--- config.mk ---
export PLATFORM = sky130hd
export DESIGN_NAME = tcdm_bank_arbiter_flat
export DESIGN_NICKNAME = d
export VERILOG_FILES = /design/src/rtl/tcdm_bank_arbiter_if.sv /design/src/rtl/tcdm_bank_arbiter.sv /design/src/flat_wrapper.sv
export SDC_FILE = /design/constraint.sdc
export NUM_CORES = 1
export LEC_CHECK = 0
export BUFFER_PORTS_ARGS = -buffer_cell sky130_fd_sc_hd__buf_2
export CAP_MARGIN = 20
export CORE_AREA = 2 2 163 165
export CTS_CLUSTER_DIAMETER = 30
export DETAILED_ROUTE_END_ITERATION = 7
export DIE_AREA = 0 0 165 167
export GPL_TIMING_DRIVEN = 1
export SKIP_CTS_REPAIR_TIMING = 1
export SLEW_MARGIN = 25
export SYNTH_ARGS = -nofsm -noshare
export SYNTH_HDL_FRONTEND = slang
export SYNTH_SLANG_ARGS = --single-unit
export TNS_END_PERCENT = 1
--- constraint.sdc ---
create_clock -name clk_i -period 3.15 [get_ports clk_i]
set_clock_uncertainty 0.2 [all_clocks]
set_input_delay 0.63 -clock clk_i [delete_from_list [all_inputs] [get_ports clk_i]]
set_output_delay 0.63 -clock clk_i [all_outputs]
set_load 0.005 [all_outputs]
--- src/rtl/tcdm_bank_arbiter_if.sv ---
// Initiator-side bus of one TCDM bank: per-initiator request payload and
// per-initiator grant/response. The arbiter takes the slave modport and the
// initiators (or a bench) take the master modport.
//
// Handshake semantics: an initiator raises req[i] together with add/wen/wdata/be.
// The request is accepted in the cycle in which gnt[i] is high. Until then the
// initiator may keep, change or drop its request; there is no locking.
// A response is signalled by a one-cycle pulse on vld[i]. rdata[i] is
// meaningful only while vld[i] is high.
interface tcdm_bank_arbiter_if #(
  parameter int unsigned NumIn        = 4,
  parameter int unsigned DataWidth    = 32,
  parameter int unsigned BeWidth      = DataWidth / 8,
  parameter int unsigned AddrMemWidth = 12
);
  logic [NumIn-1:0]                   req;
  logic [NumIn-1:0][AddrMemWidth-1:0] add;
  logic [NumIn-1:0]                   wen;
  logic [NumIn-1:0][DataWidth-1:0]    wdata;
  logic [NumIn-1:0][BeWidth-1:0]      be;
  logic [NumIn-1:0]                   gnt;
  logic [NumIn-1:0]                   vld;
  logic [NumIn-1:0][DataWidth-1:0]    rdata;

  modport master (output req, add, wen, wdata, be, input gnt, vld, rdata);
  modport slave  (input req, add, wen, wdata, be, output gnt, vld, rdata);
endinterface

--- src/rtl/tcdm_bank_arbiter.sv ---
// Shares one TCDM bank among NumIn initiators. Round-robin arbitration with a
// starvation override picks one winner per cycle and forwards its request to
// the bank. A {valid, index} delay line of RespLat stages routes each bank
// response back to the initiator that issued it.
module tcdm_bank_arbiter #(
  parameter int unsigned NumIn        = 4,
  parameter int unsigned DataWidth    = 32,
  parameter int unsigned BeWidth      = DataWidth / 8,
  parameter int unsigned AddrMemWidth = 12,
  parameter int unsigned RespLat      = 1,
  parameter int unsigned WriteRespOn  = 1,
  parameter int unsigned StarveLimit  = 15
) (
  input  logic                    clk_i,
  input  logic                    rst_i,
  tcdm_bank_arbiter_if.slave      ini,
  output logic                    req_o,
  input  logic                    gnt_i,
  output logic [AddrMemWidth-1:0] add_o,
  output logic                    wen_o,
  output logic [DataWidth-1:0]    wdata_o,
  output logic [BeWidth-1:0]      be_o,
  input  logic [DataWidth-1:0]    rdata_i
);
  localparam int unsigned IdxW = (NumIn > 1) ? $clog2(NumIn) : 1;
  localparam int unsigned CntW = (StarveLimit > 0) ? $clog2(StarveLimit + 1) : 1;
  localparam logic [CntW-1:0] CntMax  = CntW'(StarveLimit);
  localparam logic [IdxW-1:0] LastIdx = IdxW'(NumIn - 1);
  localparam logic            WrResp  = (WriteRespOn != 0);

  logic [IdxW-1:0] r_rr;
  logic [CntW-1:0] r_wait [NumIn];
  logic            r_pv   [RespLat];
  logic [IdxW-1:0] r_pidx [RespLat];

  logic [IdxW-1:0] w_win;
  logic            w_starved;
  logic            w_hs;
  logic            w_resp;

  // Winner: lowest-index starved requester, else first requester at/after r_rr
  always_comb begin
    int v_j;
    w_win     = '0;
    w_starved = 1'b0;
    v_j       = 0;
    if (StarveLimit > 0) begin
      for (int i = NumIn - 1; i >= 0; i--) begin
        if (ini.req[i] && (r_wait[i] == CntMax)) begin
          w_starved = 1'b1;
          w_win     = IdxW'(i);
        end
      end
    end
    if (!w_starved) begin
      // Scanning from the farthest offset down leaves the nearest requester.
      for (int k = NumIn - 1; k >= 0; k--) begin
        v_j = int'(r_rr) + k;
        if (v_j >= int'(NumIn)) v_j = v_j - int'(NumIn);
        if (ini.req[v_j]) w_win = IdxW'(v_j);
      end
    end
  end

  // Bank request, initiator grant and winner payload (zero when idle)
  always_comb begin
    req_o   = |ini.req;
    ini.gnt = '0;
    add_o   = '0;
    wen_o   = 1'b0;
    wdata_o = '0;
    be_o    = '0;
    if (req_o) begin
      ini.gnt[w_win] = gnt_i & ini.req[w_win];
      add_o          = ini.add[w_win];
      wen_o          = ini.wen[w_win];
      wdata_o        = ini.wdata[w_win];
      be_o           = ini.be[w_win];
    end
  end

  assign w_hs   = req_o & gnt_i;
  assign w_resp = w_hs & (~wen_o | WrResp);

  // Round-robin pointer moves just past the winner on every bank handshake
  always_ff @(posedge clk_i) begin
    if (rst_i) begin
      r_rr <= '0;
    end else if (w_hs) begin
      r_rr <= (w_win == LastIdx) ? '0 : w_win + 1'b1;
    end
  end

  // Per-initiator wait counters, saturating at StarveLimit
  always_ff @(posedge clk_i) begin
    for (int i = 0; i < NumIn; i++) begin
      if (rst_i || (StarveLimit == 0) || !ini.req[i] || ini.gnt[i]) begin
        r_wait[i] <= '0;
      end else if (r_wait[i] != CntMax) begin
        r_wait[i] <= r_wait[i] + 1'b1;
      end
    end
  end

  // Response valid delay line; reset drops everything in flight
  always_ff @(posedge clk_i) begin
    if (rst_i) begin
      for (int s = 0; s < RespLat; s++) r_pv[s] <= 1'b0;
    end else begin
      r_pv[0] <= w_resp;
      for (int s = 1; s < RespLat; s++) r_pv[s] <= r_pv[s-1];
    end
  end

  // Response index delay line; only meaningful alongside r_pv
  always_ff @(posedge clk_i) begin
    r_pidx[0] <= w_win;
    for (int s = 1; s < RespLat; s++) r_pidx[s] <= r_pidx[s-1];
  end

  // Route the final stage back to its requester
  always_comb begin
    ini.vld = '0;
    if (r_pv[RespLat-1]) ini.vld[r_pidx[RespLat-1]] = 1'b1;
  end

  assign ini.rdata = {NumIn{rdata_i}};

endmodule

--- src/flat_wrapper.sv ---
// flat-port wrapper written by rule: the top's interface ports become plain ports
module tcdm_bank_arbiter_flat 
#(
  parameter int unsigned NumIn        = 4,
  parameter int unsigned DataWidth    = 32,
  parameter int unsigned BeWidth      = DataWidth / 8,
  parameter int unsigned AddrMemWidth = 12,
  parameter int unsigned RespLat      = 1,
  parameter int unsigned WriteRespOn  = 1,
  parameter int unsigned StarveLimit  = 15
)
  (clk_i, rst_i, req_o, gnt_i, add_o, wen_o, wdata_o, be_o, rdata_i, ini_req, ini_add, ini_wen, ini_wdata, ini_be, ini_gnt, ini_vld, ini_rdata);
  tcdm_bank_arbiter_if #(.NumIn(NumIn), .DataWidth(DataWidth), .BeWidth(BeWidth), .AddrMemWidth(AddrMemWidth)) ini_i ();
  input  logic clk_i;
  input  logic rst_i;
  output logic req_o;
  input  logic gnt_i;
  output logic [AddrMemWidth-1:0] add_o;
  output logic wen_o;
  output logic [DataWidth-1:0] wdata_o;
  output logic [BeWidth-1:0] be_o;
  input  logic [DataWidth-1:0] rdata_i;
  input wire logic [$bits(ini_i.req)-1:0] ini_req;
  input wire logic [$bits(ini_i.add)-1:0] ini_add;
  input wire logic [$bits(ini_i.wen)-1:0] ini_wen;
  input wire logic [$bits(ini_i.wdata)-1:0] ini_wdata;
  input wire logic [$bits(ini_i.be)-1:0] ini_be;
  output wire logic [$bits(ini_i.gnt)-1:0] ini_gnt;
  output wire logic [$bits(ini_i.vld)-1:0] ini_vld;
  output wire logic [$bits(ini_i.rdata)-1:0] ini_rdata;
  assign ini_i.req = ini_req;
  assign ini_i.add = ini_add;
  assign ini_i.wen = ini_wen;
  assign ini_i.wdata = ini_wdata;
  assign ini_i.be = ini_be;
  assign ini_gnt = ini_i.gnt;
  assign ini_vld = ini_i.vld;
  assign ini_rdata = ini_i.rdata;
  tcdm_bank_arbiter #(.NumIn(NumIn), .DataWidth(DataWidth), .BeWidth(BeWidth), .AddrMemWidth(AddrMemWidth), .RespLat(RespLat), .WriteRespOn(WriteRespOn), .StarveLimit(StarveLimit)) u_core (.clk_i(clk_i), .rst_i(rst_i), .ini(ini_i), .req_o(req_o), .gnt_i(gnt_i), .add_o(add_o), .wen_o(wen_o), .wdata_o(wdata_o), .be_o(be_o), .rdata_i(rdata_i));
endmodule
==> results.toml <==
[drt]
detail-route-antenna-nets = 0
via_per_inst = 3.91
dr.pass1.iters = 4
drt_iter0_markers = 173
vias = 3606
drc = 0
drt_wl_total_um = 16300
wire_per_inst_um = 17.7

[power_and_ir_drop]
combPwrFrac_pct = 67.4
powerDensity_nw_per_um2 = 364
p_int_mw = 1.14
ir_drop_uv = 166
swShare_pct = 37.0
pwr-share-seq_pct = 17.9
power_switching_uw = 672
power.total_mw = 1.82
p_leak_nw = 2.46
pwr-share-clk_pct = 14.7

[clock_network]
htreeDepth = 1
cts.clk_slew.worst_paths_ps = 60
cts_sinks = 21
cts_buffers = 3
clk_latency_ps = 260
cts_root_buf = "clkbuf_16"
clock_path_buffers = 2
cts_tree = "built"

[placement]
place_ws_ps = -264
dp_hpwl_um = 13400
io_buffer_count = 260
dp_cells = 900
gp_congestion = 0.820

[timing]
setup_viol = 26
fin_setup_tns_ps = -979
maxSlewViolCount = 0
finalCritPeriodShare_pct = 103
finalHoldViolCount = 0
fmax_mhz = 309
rsz0062_at_grt = "yes"
fin_worst_hold_slack_ps = 332
worst_slack_ps = -81.7
slew_headroom_pct = 71.8
fin_crit_ps = 3230
tightest_slew_ps = 421

[floorplan]
die_x_um = 165
core_um2 = 25800
num_rows = 59
die_area_um2 = 27600
die_h_um = 167
io_pins = 421
start_util_pct = 14.3

[yosys]
ys_ff_latch = 21
yosysUniqueCellTypes = 30
seq_area_frac_synth_pct = 15.7
syn-num-nets = 662
syn_inst = 419
ys_warn_count = 0
netlist_area_um2 = 3690
avgSynthCellArea_um2 = 8.80

[global_route]
grt_start_max_net_pins = 30
antenna_found_initial = 3
grt_pass1_wl_um = 21400
grt_pass1_vias = 3567
grt_usage_pct = 10.2
overflow = 0

[critical_path]
rr_endpoint = "u_core.r_wait[0][3]"
crit-reg2reg-launch = "u_core.r_wait[0][1]"
path_cells = "ha_2 -> and3_4 -> nand2_2 -> nand2_2 -> a41oi_4 -> buf_6 -> buf_6 -> clkbuf_16 -> mux2i_2 -> o22ai_2 -> buf_2"
worstPathRequired_ps = 2320
slowest_delay_ps = 410
r2r_cells = 13
cp_top_family = "buffers and inverters"
path_class = "reg2out"
worstPathMaxFanout = 5
path_buf_inv = 4
worstPathArrival_ps = 2400
slowest_stage = "edfxtp_1"
end_kind = "output pin"
rrSetupSlack_ps = 270
cp-start-kind = "flop"

[hold_path]
holdCritStartpoint = "u_core.r_rr[1]"
min_path_cells = 2
hold_end = "u_core.r_rr[1]"
holdCritPathClass = "reg2reg"

[final_layout]
regArea_um2 = 581
multi_input_area_um2 = 2000
area_growth_pct = 35.3
nFillCells = 2874
instances_no_fill = 922
drive_gt1_share_pct = 59.1
nets = 829

[job]
maxCapViolations = 0

[run_status]
outcome = "finished, violations left"
violations = "setup timing"
## kinds of logic (layout without fill, tap and decap cells)
kind of cell	after synthesis	in the layout	share of synthesized area [%]
buffers and inverters	159	325	33.4
adder cells (fa/ha/maj)	8	8	2.71
other	0	2	0
XOR/XNOR	8	8	1.90
flip-flops	21	21	15.7
AND/OR/NAND/NOR	61	61	8.17
multiplexers	98	98	26.6
AO/OA/AOI/OAI	64	64	11.4
## Yosys cell counts
library cell | number | share of area [%]
xor2_1 | 8 | 1.9
and2_1 | 4 | 0.68
o211ai_2 | 1 | 0.34
inv_2 | 3 | 0.31
clkbuf_1 | 9 | 0.92
o22ai_1 | 50 | 8.5
and3b_1 | 1 | 0.24
edfxtp_1 | 16 | 13
nor3b_1 | 1 | 0.20
nor2_1 | 14 | 1.4
buf_2 | 2 | 0.27
a221oi_1 | 1 | 0.24
dfxtp_1 | 5 | 2.7
a41oi_2 | 1 | 0.44
o21ai_0 | 1 | 0.14
mux2i_1 | 98 | 27
nand2b_1 | 6 | 1.0
nand3_1 | 9 | 1.2
and3_1 | 9 | 1.5
nand4_1 | 2 | 0.34
buf_4 | 128 | 26
ha_1 | 8 | 2.7
buf_12 | 6 | 3.3
o21ai_1 | 1 | 0.14
nand2_1 | 15 | 1.5
a211oi_1 | 5 | 1.0
a21oi_1 | 3 | 0.41
a211o_1 | 1 | 0.24
inv_1 | 6 | 0.61
buf_8 | 5 | 2.0
## worst max-delay path by stage
stage                             start    endpoint  slack, ps  cells after the start
global route        u_core.r_wait[0][1]  wdata_o[1]       -180                     11
global placement             ini_req[1]  wdata_o[6]       -250                     10
detailed placement           ini_req[1]  wdata_o[6]       -260                     10
CTS                 u_core.r_wait[0][0]  wdata_o[6]       -280                     10
floorplan                    ini_req[1]  ini_gnt[0]        260                      9
finish              u_core.r_wait[0][1]  wdata_o[1]        -80                     11
## final cells by class
cell class / instances / share of cell area [%]
diodes: 2 / 0.100
clock buffers: 3 / 1.50
clock inverters: 1 / 0.100
inverters: 9 / 0.677
multi-input cells: 239 / 40.2
flip-flops and latches: 21 / 11.6
well taps: 335 / 8.40
repair buffers: 312 / 37.4
## cells in the final DEF, fill, tap and decap left out, types with 5 or more instances in the layout
| master | instances |
|---|---|
| dfxtp_1 | 5 |
| nand2_1 | 11 |
| edfxtp_1 | 16 |
| clkbuf_16 | 6 |
| nand3_1 | 9 |
| buf_12 | 7 |
| nor2_1 | 14 |
| and3_1 | 7 |
| xor2_1 | 8 |
| a211oi_1 | 5 |
| o22ai_1 | 48 |
| inv_1 | 5 |
| mux2i_1 | 87 |
| mux2i_2 | 9 |
| buf_2 | 259 |
| buf_4 | 36 |
| nand2b_1 | 6 |
| buf_6 | 5 |
## through the flow
stage,instance area [um^2],util [%]
after floorplan,3690,-
after global placement,4590,17.8
after detailed placement,4590,17.8
after CTS,4670,18.1
after global routing,4990,19.4
final,4990,19.4
## per-layer routing
| metal | global-route usage, % | up-vias | routed length (um) | part of all wire (%) |
|---|---|---|---|---|
| met4 | 1.66 | 4 | 148 | 0.91 |
| met5 | 0 | - | 21 | 0.13 |
| met3 | 4.23 | 13 | 1810 | 11 |
| met1 | 12.1 | 1611 | 6140 | 38 |
| li1 | - | 1717 | - | - |
| met2 | 17.4 | 261 | 8160 | 50 |
## flip-flops by register name (all words and copies together), names as in the netlist
signal and cells:
u_core.r_pidx 2, u_core.r_pv 1, u_core.r_rr 2, u_core.r_wait 16
## worst min-delay path: stages, from the launching register on
cell	delay [ps]
dfxtp_1	350
nand2_1	70
a21oi_1	60
## power groups by stage
stage / sequential, mW / combinational [mW] / clock (mW)
2_1_floorplan: 0.327 / 0.753 / 0
3_3_place_gp: 0.330 / 1.07 / 0
3_5_place_dp: 0.330 / 1.09 / 0
4_1_cts: 0.324 / 1.09 / 0.277
5_1_grt: 0.327 / 1.33 / 0.287
6_report: 0.325 / 1.22 / 0.268
No activity file was read; power rests on OpenSTA's default activity.
